`config.mk`:
```
export PLATFORM = sky130hd
export DESIGN_NAME = cdb_arbiter_flat
export DESIGN_NICKNAME = d
export VERILOG_FILES = /design/src/rtl/cdb_arbiter_if.sv /design/src/rtl/cdb_arbiter.sv /design/src/flat_wrapper.sv
export SDC_FILE = /design/constraint.sdc
export NUM_CORES = 1
export LEC_CHECK = 0
export BUFFER_PORTS_ARGS = -buffer_cell sky130_fd_sc_hd__buf_2
export CAP_MARGIN = 20
export CORE_MARGIN = 1.5
export CORE_UTILIZATION = 62
export DETAILED_ROUTE_END_ITERATION = 10
export PLACE_DENSITY_LB_ADDON = 0.15
export SYNTH_ARGS = -nofsm -noshare
export SYNTH_HDL_FRONTEND = slang
export SYNTH_SLANG_ARGS = --single-unit
```
`constraint.sdc`:
```
create_clock -name clock -period 10.6 [get_ports clock]
set_input_delay 1.06 -clock clock [delete_from_list [all_inputs] [get_ports clock]]
set_output_delay 1.06 -clock clock [all_outputs]
set_load 0.005 [all_outputs]
```
`src/rtl/cdb_arbiter_if.sv`:
```
// Common data bus arbitration signals between the functional units and the arbiter.
// The master side drives requests and squashes; the slave side (the arbiter) drives the grant outputs.
interface cdb_arbiter_if #(
    parameter int NUM_REQ   = 7,
    parameter int CDB_WIDTH = 2,
    parameter int IDX_W     = $clog2(NUM_REQ)
);
    logic [NUM_REQ-1:0]         req;
    logic [NUM_REQ-1:0]         squash_mask;
    logic [NUM_REQ-1:0]         ack;
    logic [CDB_WIDTH-1:0]       slot_valid;
    logic [CDB_WIDTH*IDX_W-1:0] slot_src;
    logic                       cdb_full;
    logic [NUM_REQ-1:0]         starved;

    modport master (
        output req, squash_mask,
        input  ack, slot_valid, slot_src, cdb_full, starved
    );

    modport slave (
        input  req, squash_mask,
        output ack, slot_valid, slot_src, cdb_full, starved
    );
endinterface

```
`src/rtl/cdb_arbiter.sv`:
```
// CDB arbiter: starvation-promoted requesters first, then round-robin from rr_ptr,
// at most CDB_WIDTH grants and at most one branch-capable unit per cycle.
module cdb_arbiter #(
    parameter int                 NUM_REQ      = 7,
    parameter int                 CDB_WIDTH    = 2,
    parameter logic [NUM_REQ-1:0] BRANCH_MASK  = 7'b0000110,
    parameter int                 STARVE_LIMIT = 4,
    parameter int                 IDX_W        = $clog2(NUM_REQ)
) (
    input  logic          clock,
    input  logic          reset,
    cdb_arbiter_if.slave  bus
);
    localparam logic [3:0]         LIMIT    = 4'(STARVE_LIMIT);
    localparam logic [IDX_W:0]     LAST     = (IDX_W+1)'(NUM_REQ - 1);
    localparam logic [IDX_W-1:0]   LAST_IDX = IDX_W'(NUM_REQ - 1);
    localparam logic [NUM_REQ-1:0] IDX0     = NUM_REQ'(1);

    logic [IDX_W-1:0]   rr_ptr;
    logic [3:0]         wait_cnt [NUM_REQ];

    logic [NUM_REQ-1:0] eligible;
    logic [NUM_REQ-1:0] starved_vec;
    logic [NUM_REQ-1:0] grant;
    logic [CDB_WIDTH-1:0] slot_used;
    logic [IDX_W-1:0]   slot_idx [CDB_WIDTH];
    logic               rr_hit;
    logic [IDX_W-1:0]   rr_last;
    logic               branch_taken;
    int                 n_grant;
    logic [IDX_W:0]     sum;
    logic [IDX_W-1:0]   idx;

    // Reset gates eligibility, which forces every grant output low while reset is held.
    assign eligible = bus.req & ~bus.squash_mask & ~IDX0 & {NUM_REQ{reset}};

    always_comb begin
        for (int i = 0; i < NUM_REQ; i++) begin
            starved_vec[i] = (wait_cnt[i] == LIMIT);
        end
    end

    always_comb begin
        // NOTE: every variable gets a default before any branch so no latch is inferred.
        grant        = '0;
        slot_used    = '0;
        rr_hit       = 1'b0;
        rr_last      = '0;
        branch_taken = 1'b0;
        n_grant      = 0;
        sum          = '0;
        idx          = '0;
        for (int s = 0; s < CDB_WIDTH; s++) begin
            slot_idx[s] = '0;
        end

        for (int i = 1; i < NUM_REQ; i++) begin
            if (eligible[i] && starved_vec[i] && n_grant < CDB_WIDTH &&
                !(BRANCH_MASK[i] && branch_taken)) begin
                grant[i]     = 1'b1;
                branch_taken = branch_taken | BRANCH_MASK[i];
                for (int s = 0; s < CDB_WIDTH; s++) begin
                    if (s == n_grant) begin
                        slot_used[s] = 1'b1;
                        slot_idx[s]  = IDX_W'(i);
                    end
                end
                n_grant = n_grant + 1;
            end
        end

        // Walk 1..NUM_REQ-1 starting at rr_ptr, wrapping past the last index back to 1.
        for (int k = 0; k < NUM_REQ - 1; k++) begin
            sum = {1'b0, rr_ptr} + (IDX_W+1)'(k);
            if (sum > LAST) begin
                sum = sum - LAST;
            end
            idx = sum[IDX_W-1:0];
            if (eligible[idx] && !grant[idx] && n_grant < CDB_WIDTH &&
                !(BRANCH_MASK[idx] && branch_taken)) begin
                grant[idx]   = 1'b1;
                branch_taken = branch_taken | BRANCH_MASK[idx];
                rr_hit       = 1'b1;
                rr_last      = idx;
                for (int s = 0; s < CDB_WIDTH; s++) begin
                    if (s == n_grant) begin
                        slot_used[s] = 1'b1;
                        slot_idx[s]  = idx;
                    end
                end
                n_grant = n_grant + 1;
            end
        end
    end

    always_comb begin
        bus.ack        = grant;
        bus.slot_valid = slot_used;
        bus.cdb_full   = ($countones(eligible) > CDB_WIDTH);
        bus.starved    = starved_vec;
        bus.slot_src   = '0;
        for (int s = 0; s < CDB_WIDTH; s++) begin
            bus.slot_src[s*IDX_W +: IDX_W] = slot_idx[s];
        end
    end

    // NOTE: state registers use non-blocking assignments so every update sees pre-edge values.
    always_ff @(posedge clock) begin
        if (!reset) begin
            rr_ptr <= IDX_W'(1);
            // NOTE: the wait counters are priority state, so every entry is cleared on reset.
            for (int i = 0; i < NUM_REQ; i++) begin
                wait_cnt[i] <= '0;
            end
        end else begin
            if (rr_hit) begin
                rr_ptr <= (rr_last == LAST_IDX) ? IDX_W'(1) : rr_last + IDX_W'(1);
            end
            for (int i = 0; i < NUM_REQ; i++) begin
                if (grant[i] || !bus.req[i] || bus.squash_mask[i]) begin
                    wait_cnt[i] <= '0;
                end else if (eligible[i] && wait_cnt[i] != LIMIT) begin
                    wait_cnt[i] <= wait_cnt[i] + 4'd1;
                end
            end
        end
    end
endmodule
```
`src/flat_wrapper.sv`:
```
// flat-port wrapper written by rule: the top's interface ports become plain ports
module cdb_arbiter_flat 
#(
    parameter int                 NUM_REQ      = 7,
    parameter int                 CDB_WIDTH    = 2,
    parameter logic [NUM_REQ-1:0] BRANCH_MASK  = 7'b0000110,
    parameter int                 STARVE_LIMIT = 4,
    parameter int                 IDX_W        = $clog2(NUM_REQ)
)
  (clock, reset, bus_req, bus_squash_mask, bus_ack, bus_slot_valid, bus_slot_src, bus_cdb_full, bus_starved);
  cdb_arbiter_if #(.NUM_REQ(NUM_REQ), .CDB_WIDTH(CDB_WIDTH), .IDX_W(IDX_W)) bus_i ();
  input  logic clock;
  input  logic reset;
  input wire logic [$bits(bus_i.req)-1:0] bus_req;
  input wire logic [$bits(bus_i.squash_mask)-1:0] bus_squash_mask;
  output wire logic [$bits(bus_i.ack)-1:0] bus_ack;
  output wire logic [$bits(bus_i.slot_valid)-1:0] bus_slot_valid;
  output wire logic [$bits(bus_i.slot_src)-1:0] bus_slot_src;
  output wire logic [$bits(bus_i.cdb_full)-1:0] bus_cdb_full;
  output wire logic [$bits(bus_i.starved)-1:0] bus_starved;
  assign bus_i.req = bus_req;
  assign bus_i.squash_mask = bus_squash_mask;
  assign bus_ack = bus_i.ack;
  assign bus_slot_valid = bus_i.slot_valid;
  assign bus_slot_src = bus_i.slot_src;
  assign bus_cdb_full = bus_i.cdb_full;
  assign bus_starved = bus_i.starved;
  cdb_arbiter #(.NUM_REQ(NUM_REQ), .CDB_WIDTH(CDB_WIDTH), .BRANCH_MASK(BRANCH_MASK), .STARVE_LIMIT(STARVE_LIMIT), .IDX_W(IDX_W)) u_core (.clock(clock), .reset(reset), .bus(bus_i));
endmodule
```
**Yosys cells after proc, flatten, opt, wreduce, memory -nomap -nowiden**

Memories as Yosys holds them, arrays and structs flattened.
Cells that the tools add are included.

- Bits in registers: 3
- Latch bits: 0
- RAM bits: 28
- Bits in read-only memories: 48
- Input bits: 16
- Output and inout bits: 23
- Logic and storage cells: 442
- Memories: 7

Memory list:

| name | words | width | read ports | clocked after memory_dff | wr ports | RTL line | text |
|---|---|---|---|---|---|---|---|
| u_core.wait_cnt | 7 | 4 | 7 | 0 | 7 | cdb_arbiter.sv:20 | `logic [3:0] wait_cnt [NUM_REQ];` |
| (no name shown) | 8 | 1 | 1 | 0 | 0 | cdb_arbiter.sv:80 | `!(BRANCH_MASK[idx] && branch_taken)) begin` |
| (no name shown) | 8 | 1 | 1 | 0 | 0 | cdb_arbiter.sv:80 |  |
| (no name shown) | 8 | 1 | 1 | 0 | 0 | cdb_arbiter.sv:80 |  |
| (no name shown) | 8 | 1 | 1 | 0 | 0 | cdb_arbiter.sv:80 |  |
| (no name shown) | 8 | 1 | 1 | 0 | 0 | cdb_arbiter.sv:80 |  |
| +1 memories | - | - | - | - | - | - |  |

- $add $sub $neg: 35
- Multipliers: 0
- Div/mod/pow operators: 0
- $lt $le $gt $ge: 30
- Equality and inequality tests: 26
- Shift-type cells: 0
- Mux-type cells: 221
- Bitwise operators: 28
- Reductions and logical operators: 94

Operators by type and width:

| operator | number |
|---|---|
| 32-bit logical NOT | 11 |
| 2-bit by 32-bit equality test with 1-bit output, first input constant | 10 |
| 32-bit by 3-bit < comparator with 1-bit output, second input constant | 10 |
| 32-bit two-way mux | 10 |
| 32-bit by 2-bit adder with 32-bit output, second input constant | 9 |
| 1-bit two-way mux | 116 |
| 3-bit two-way mux | 33 |
| 6-bit two-way mux | 11 |
| 32-bit adder | 2 |
| 4-bit two-way mux | 14 |
| 1-bit logical AND | 49 |
| 7-bit two-way mux | 6 |
| 7-bit bitwise OR | 6 |
| 1-bit binary-select mux with 3-bit select | 12 |
| 32-bit by 1-bit adder with 32-bit output | 1 |
| 32-bit by 3-bit greater-than comparator with 1-bit output, second input constant | 1 |
| 4-bit by 1-bit adder with 4-bit output, second input constant | 7 |
| 4-bit by 3-bit equality test with 1-bit output, second input constant | 7 |
| 4-bit by 3-bit inequality test with 1-bit output, second input constant | 7 |
| 2-bit two-way mux | 13 |
| 3-bit by 4-bit < comparator with 1-bit output, second input constant | 6 |
| 4-bit by 3-bit greater-than comparator with 1-bit output, second input constant | 5 |
| 1-bit logical NOT | 20 |
| 1-bit bitwise OR | 19 |
| other kinds (16) | 49 |

**Depth between registers and ports, before layout**

- Word-level depth: 70
- Gate-level depth with buffers: 44

**Worst setup path before layout**

Ideal clock, no wire load.

- Path type: input to output
- From: input bus_squash_mask[1]
- To: output bus_slot_src[1]
- Arrival time: 8753 ps
- Data required time: 9540 ps
- Path slack: 787 ps
- Stages: 42
- Path buffers: 3
- Cells stage by stage: nand3b_2 inv_2 a22oi_4 inv_4 buf_6 ha_1 ha_1 nor3_4 a21oi_2 ha_1 nor3_1 a221oi_4 ha_1 nor3_1 a21oi_1 o21a_1 inv_2 ha_1 [... 6 more ...] inv_1 ha_1 nand2b_1 nor3b_2 nor2_1 nand3b_4 clkbuf_1 nor2_1 nor2_1 inv_1 ha_1 inv_1 a311oi_1 o21ai_0 a31o_2 o21ai_2 or3_4 mux2_4

- Cells in the longest elaborated chain, start to end: 63
- Elaborated cells between the ends (all ways): 163

RTL lines:

| what | RTL line | text |
|---|---|---|
| start, declared | flat_wrapper.sv:15 | `input wire logic [$bits(bus_i.squash_mask)-1:0] bus_squash_mask;` |
| 7-bit NOT (*) | cdb_arbiter.sv:35 | `assign eligible = bus.req & ~bus.squash_mask & ~IDX0 & {NUM_REQ{reset}};` |
| 7-bit AND (*) (2 in series) | cdb_arbiter.sv:35 |  |
| branches (longest 59 deep; another with 32-bit by 3-bit < comparator with 1-bit output) | - |  |
| 6-bit two-way mux (*) | cdb_arbiter.sv:79 | `if (eligible[idx] && !grant[idx] && n_grant < CDB_WIDTH &&` |
| end, declared | flat_wrapper.sv:18 | `output wire logic [$bits(bus_i.slot_src)-1:0] bus_slot_src;` |

Mark *: on every way between the ends. The select of a mux whose other input is x is not followed.

**Worst setup path in the final report**

- From: input reset
- To: output bus_ack[3]

- Cells in the longest elaborated chain, start to end: 61
- Elaborated cells between the ends (all ways): 135

RTL lines:

| what | RTL line | text |
|---|---|---|
| start, declared | flat_wrapper.sv:13 | `input logic reset;` |
| 7-bit AND (*) | cdb_arbiter.sv:35 |  |
| branches (longest 59 deep; another with 32-bit by 3-bit < comparator with 1-bit output) | - |  |
| 7-bit two-way mux (*) | cdb_arbiter.sv:79 |  |
| end, declared | flat_wrapper.sv:16 | `output wire logic [$bits(bus_i.ack)-1:0] bus_ack;` |

Marked as above.

==> metrics.txt <==
number of standard cells after synthesis=721; Row Count=35; Antenna Diode Count=0; final worst path period share=a little over nine tenths; Setup Skew=13.8 ps; Die Wd=100 µm; Multi-input gate area=roughly 4700 µm²; average footprint of a synthesized cell=between 8 and 9 µm²; wire length on met1=7.60 mm; worst hold margin=628 ps; top routing layer in use=met4; sinks on the clock net=27; wire length of the first global-routing pass=~30 mm; Inserted Clock Buffers=3; arrival time of the worst setup path=roughly 9000 ps; initial cell density of the core=between 60% and 70%; Net count, final=roughly 830; fin. max-slew vios=0; most frequently used flop master after synthesis=edfxtp_1; required time of the critical path=~9500 ps; half-perimeter wire length after detailed placement=roughly 15 mm; layout overhead on the synthesized area=6.60%; GPL Wtd Cong=between 1 and 1.5; CP Capture Type=primary output; post-cts hold buffer count=0; routed via count=about 6000; classification of the worst setup path=primary input to primary output; biggest cell delay along the critical path=around 380 ps; antenna-violating nets left=0; upper clock frequency limit=~0.10 GHz; Clock Tree Root=clkbuf_8; DRC marker count from the first detailed-route iteration=about 540; hold violation count in the final report=0; total wirelength of the detailed-routed design=approximately 19 mm; maximum number of pins on one net before global-route repair=65; met2 wire len=between 8 and 9 mm; setup TNS after final layout=0 ps; critical-path cell with the highest stage delay=ha_1; number of iterations in the first detailed-routing pass=5; Slew @ Worst Pin=877 ps; Setup crit start kind=primary input; Critical Path Fanout Max=5; number of DRC violations after detailed routing=0; worst max-slew margin expressed relative to the limit=around two fifths; outcome=complete, no violations; Clock Latency Late Sink=a little over 300 ps; Yosys reg bits=27; PortBufs=34; I/O Pins=39; aggregate global routing overflow=0; number of warning messages in the yosys log=0; clock transition at the register clock pins on the worst setup and hold paths after CTS=between 100 and 150 ps; netlist area before placement=about 5900 µm²; die span in y=~100 µm; total area of sequential cells=between 700 and 800 µm²; max-cap viol count=0; wire per inst=~22 µm; # fillers=791; total core area=about 9200 µm²; Async S/R FF share, synth=0%; portion of the post-synthesis area used by sequential elements=a little over an eighth; number of setup violations in the final report=0; crit path time final=about 10000 ps; number of vias per cell after detailed routing=between 6 and 7; maximum clock path buffer count=2; Min-Delay Path Class=flop to flop; number of distinct library cells after synthesis=between 100 and 150; number of flops mapped to enable cells by yosys=24; area of the die=just over 10000 µm²; antenna violations before repair=0; library cell appearing most often on the critical path=ha_1; via count of the first global-routing pass=5682; clock tree from TritonCTS=yes; setup repair after global routing missed its margin=false; fraction of layout cells with a size suffix above 1=between 15 and 20%; Met3 Wirelength=1.92 mm; global router's overall resource usage=37.9%; H-tree lvl count=1
cells in the final DEF (no fill, tap or decap), drive strengths merged, types with 5 or more instances in the layout:
| cell type | n |
|---|---|
| nand2 | 72 |
| buf | 60 |
| inv | 56 |
| ha | 51 |
| a21oi | 40 |
| nor2 | 37 |
| o21ai | 33 |
| nand3 | 32 |
| mux2i | 25 |
| edfxtp | 24 |
| xnor2 | 21 |
| nor4 | 18 |
| a31oi | 14 |
| nor3 | 14 |
| nand2b | 13 |
| nand3b | 13 |
| and3 | 12 |
| mux2 | 11 |
| conb | 10 |
| o31ai | 10 |
| xor2 | 9 |
| a21o | 9 |
| a211oi | 9 |
| nand4 | 8 |
| o211ai | 8 |
| or3 | 8 |
| nor2b | 7 |
| and2 | 7 |
| o21a | 7 |
| nor4b | 7 |
| o22ai | 6 |
| a22oi | 6 |
| a311oi | 5 |
| or2 | 5 |
| nor3b | 5 |
state kept, by name, indices dropped and copies added, names as in the netlist:
| register | cells |
|---|---|
| u_core.rr_ptr | 3 |
| u_core.wait_cnt | 24 |
synthesized netlist by cell type (all sizes together), types with 5 or more instances:
master	number	share of area, %
nand2	72	4.9
inv	55	3.6
ha	51	11
a21oi	40	3.8
nor2	37	2.4
o21ai	33	2.9
nand3	32	3.2
mux2i	25	4.3
edfxtp	24	12
buf	23	2.5
xnor2	21	4.9
nor4	18	2.2
a31oi	14	1.7
clkbuf	14	0.89
nor3	14	1.7
nand2b	13	1.4
nand3b	13	2.3
and3	12	1.3
mux2	11	2.2
o31ai	10	1.4
a211oi	9	1.5
a21o	9	1.2
xor2	9	1.3
nand4	8	0.85
o211ai	8	1.0
or3	8	1.0
and2	7	0.74
nor2b	7	0.74
nor4b	7	1.6
o21a	7	0.89
a22oi	6	1.0
o22ai	6	0.64
a311oi	5	0.74
nor3b	5	0.81
or2	5	0.53
cell families after synthesis:
family,share of synthesized area (%)
xor+xnor,6.26
other cells,0.128
buf+inv,7.17
mux,6.81
compound gates,26.3
fa+ha+maj,11.9
simple gates,28.2
flops,13.3
area by class of cell:
type                            count  area share (%)
Tap cell                          111            2.22
Timing Repair Buffer               60            5.83
Clock inverter                      1           0.140
Clock buffer                        3           0.659
Multi-Input combinational cell    608            75.1
Inverter                           57            3.57
Sequential cell                    27            12.5
final timing paths:
path              cells after the start                                   to                                 from  slack (ps)
hold / removal                        1  u_core.wait_cnt[3][0]$_SDFFCE_PN0P_  u_core.wait_cnt[3][0]$_SDFFCE_PN0P_         630
hold reg to reg                       1  u_core.wait_cnt[3][0]$_SDFFCE_PN0P_  u_core.wait_cnt[3][0]$_SDFFCE_PN0P_         630
setup / recovery                     39                           bus_ack[3]                                reset         590
setup reg to reg                     40  u_core.wait_cnt[2][5]$_SDFFCE_PN0P_  u_core.wait_cnt[0][4]$_SDFFCE_PN0P_        1540
stage by stage:
stage / instance area [µm²] / instances / worst slack, ps / util, %
final: 6270 / 867 / 586 / 68.2
after global routing: 6270 / 867 / 78.2 / 68.2
after CTS: 6250 / 865 / 232 / 68.0
after floorplan: 5910 / 729 / 787 / -
after detailed placement: 6200 / 861 / 286 / 67.5
after global placement: 6200 / 861 / 378 / 67.5
layer usage:
| metal | vias up | track usage (%) |
|---|---|---|
| met1 | 2777 | 48.9 |
| met4 | 0 | 19.1 |
| li1 | 2770 | - |
| met5 | - | 0 |
| met3 | 93 | 3.62 |
| met2 | 352 | 63.2 |
what timing repair did:
item | CTS | global route
setup buffers | 0 | 2
resized for setup | 0 | 2
endpoints found under the setup margin | 0 | 11
critical path: cells and delay by family:
kind	cells	cell delay, ps
xor gates and xnor gates	1	150
buffers and inverters	9	840
and+or+nand+nor	9	1830
AOI/OAI and AO/OA	12	2730
adders and majority gates	8	2300
Power is left out: the tool's default activity adds up to more than one toggle a clock period on the data nets, which glitch-free logic cannot reach.
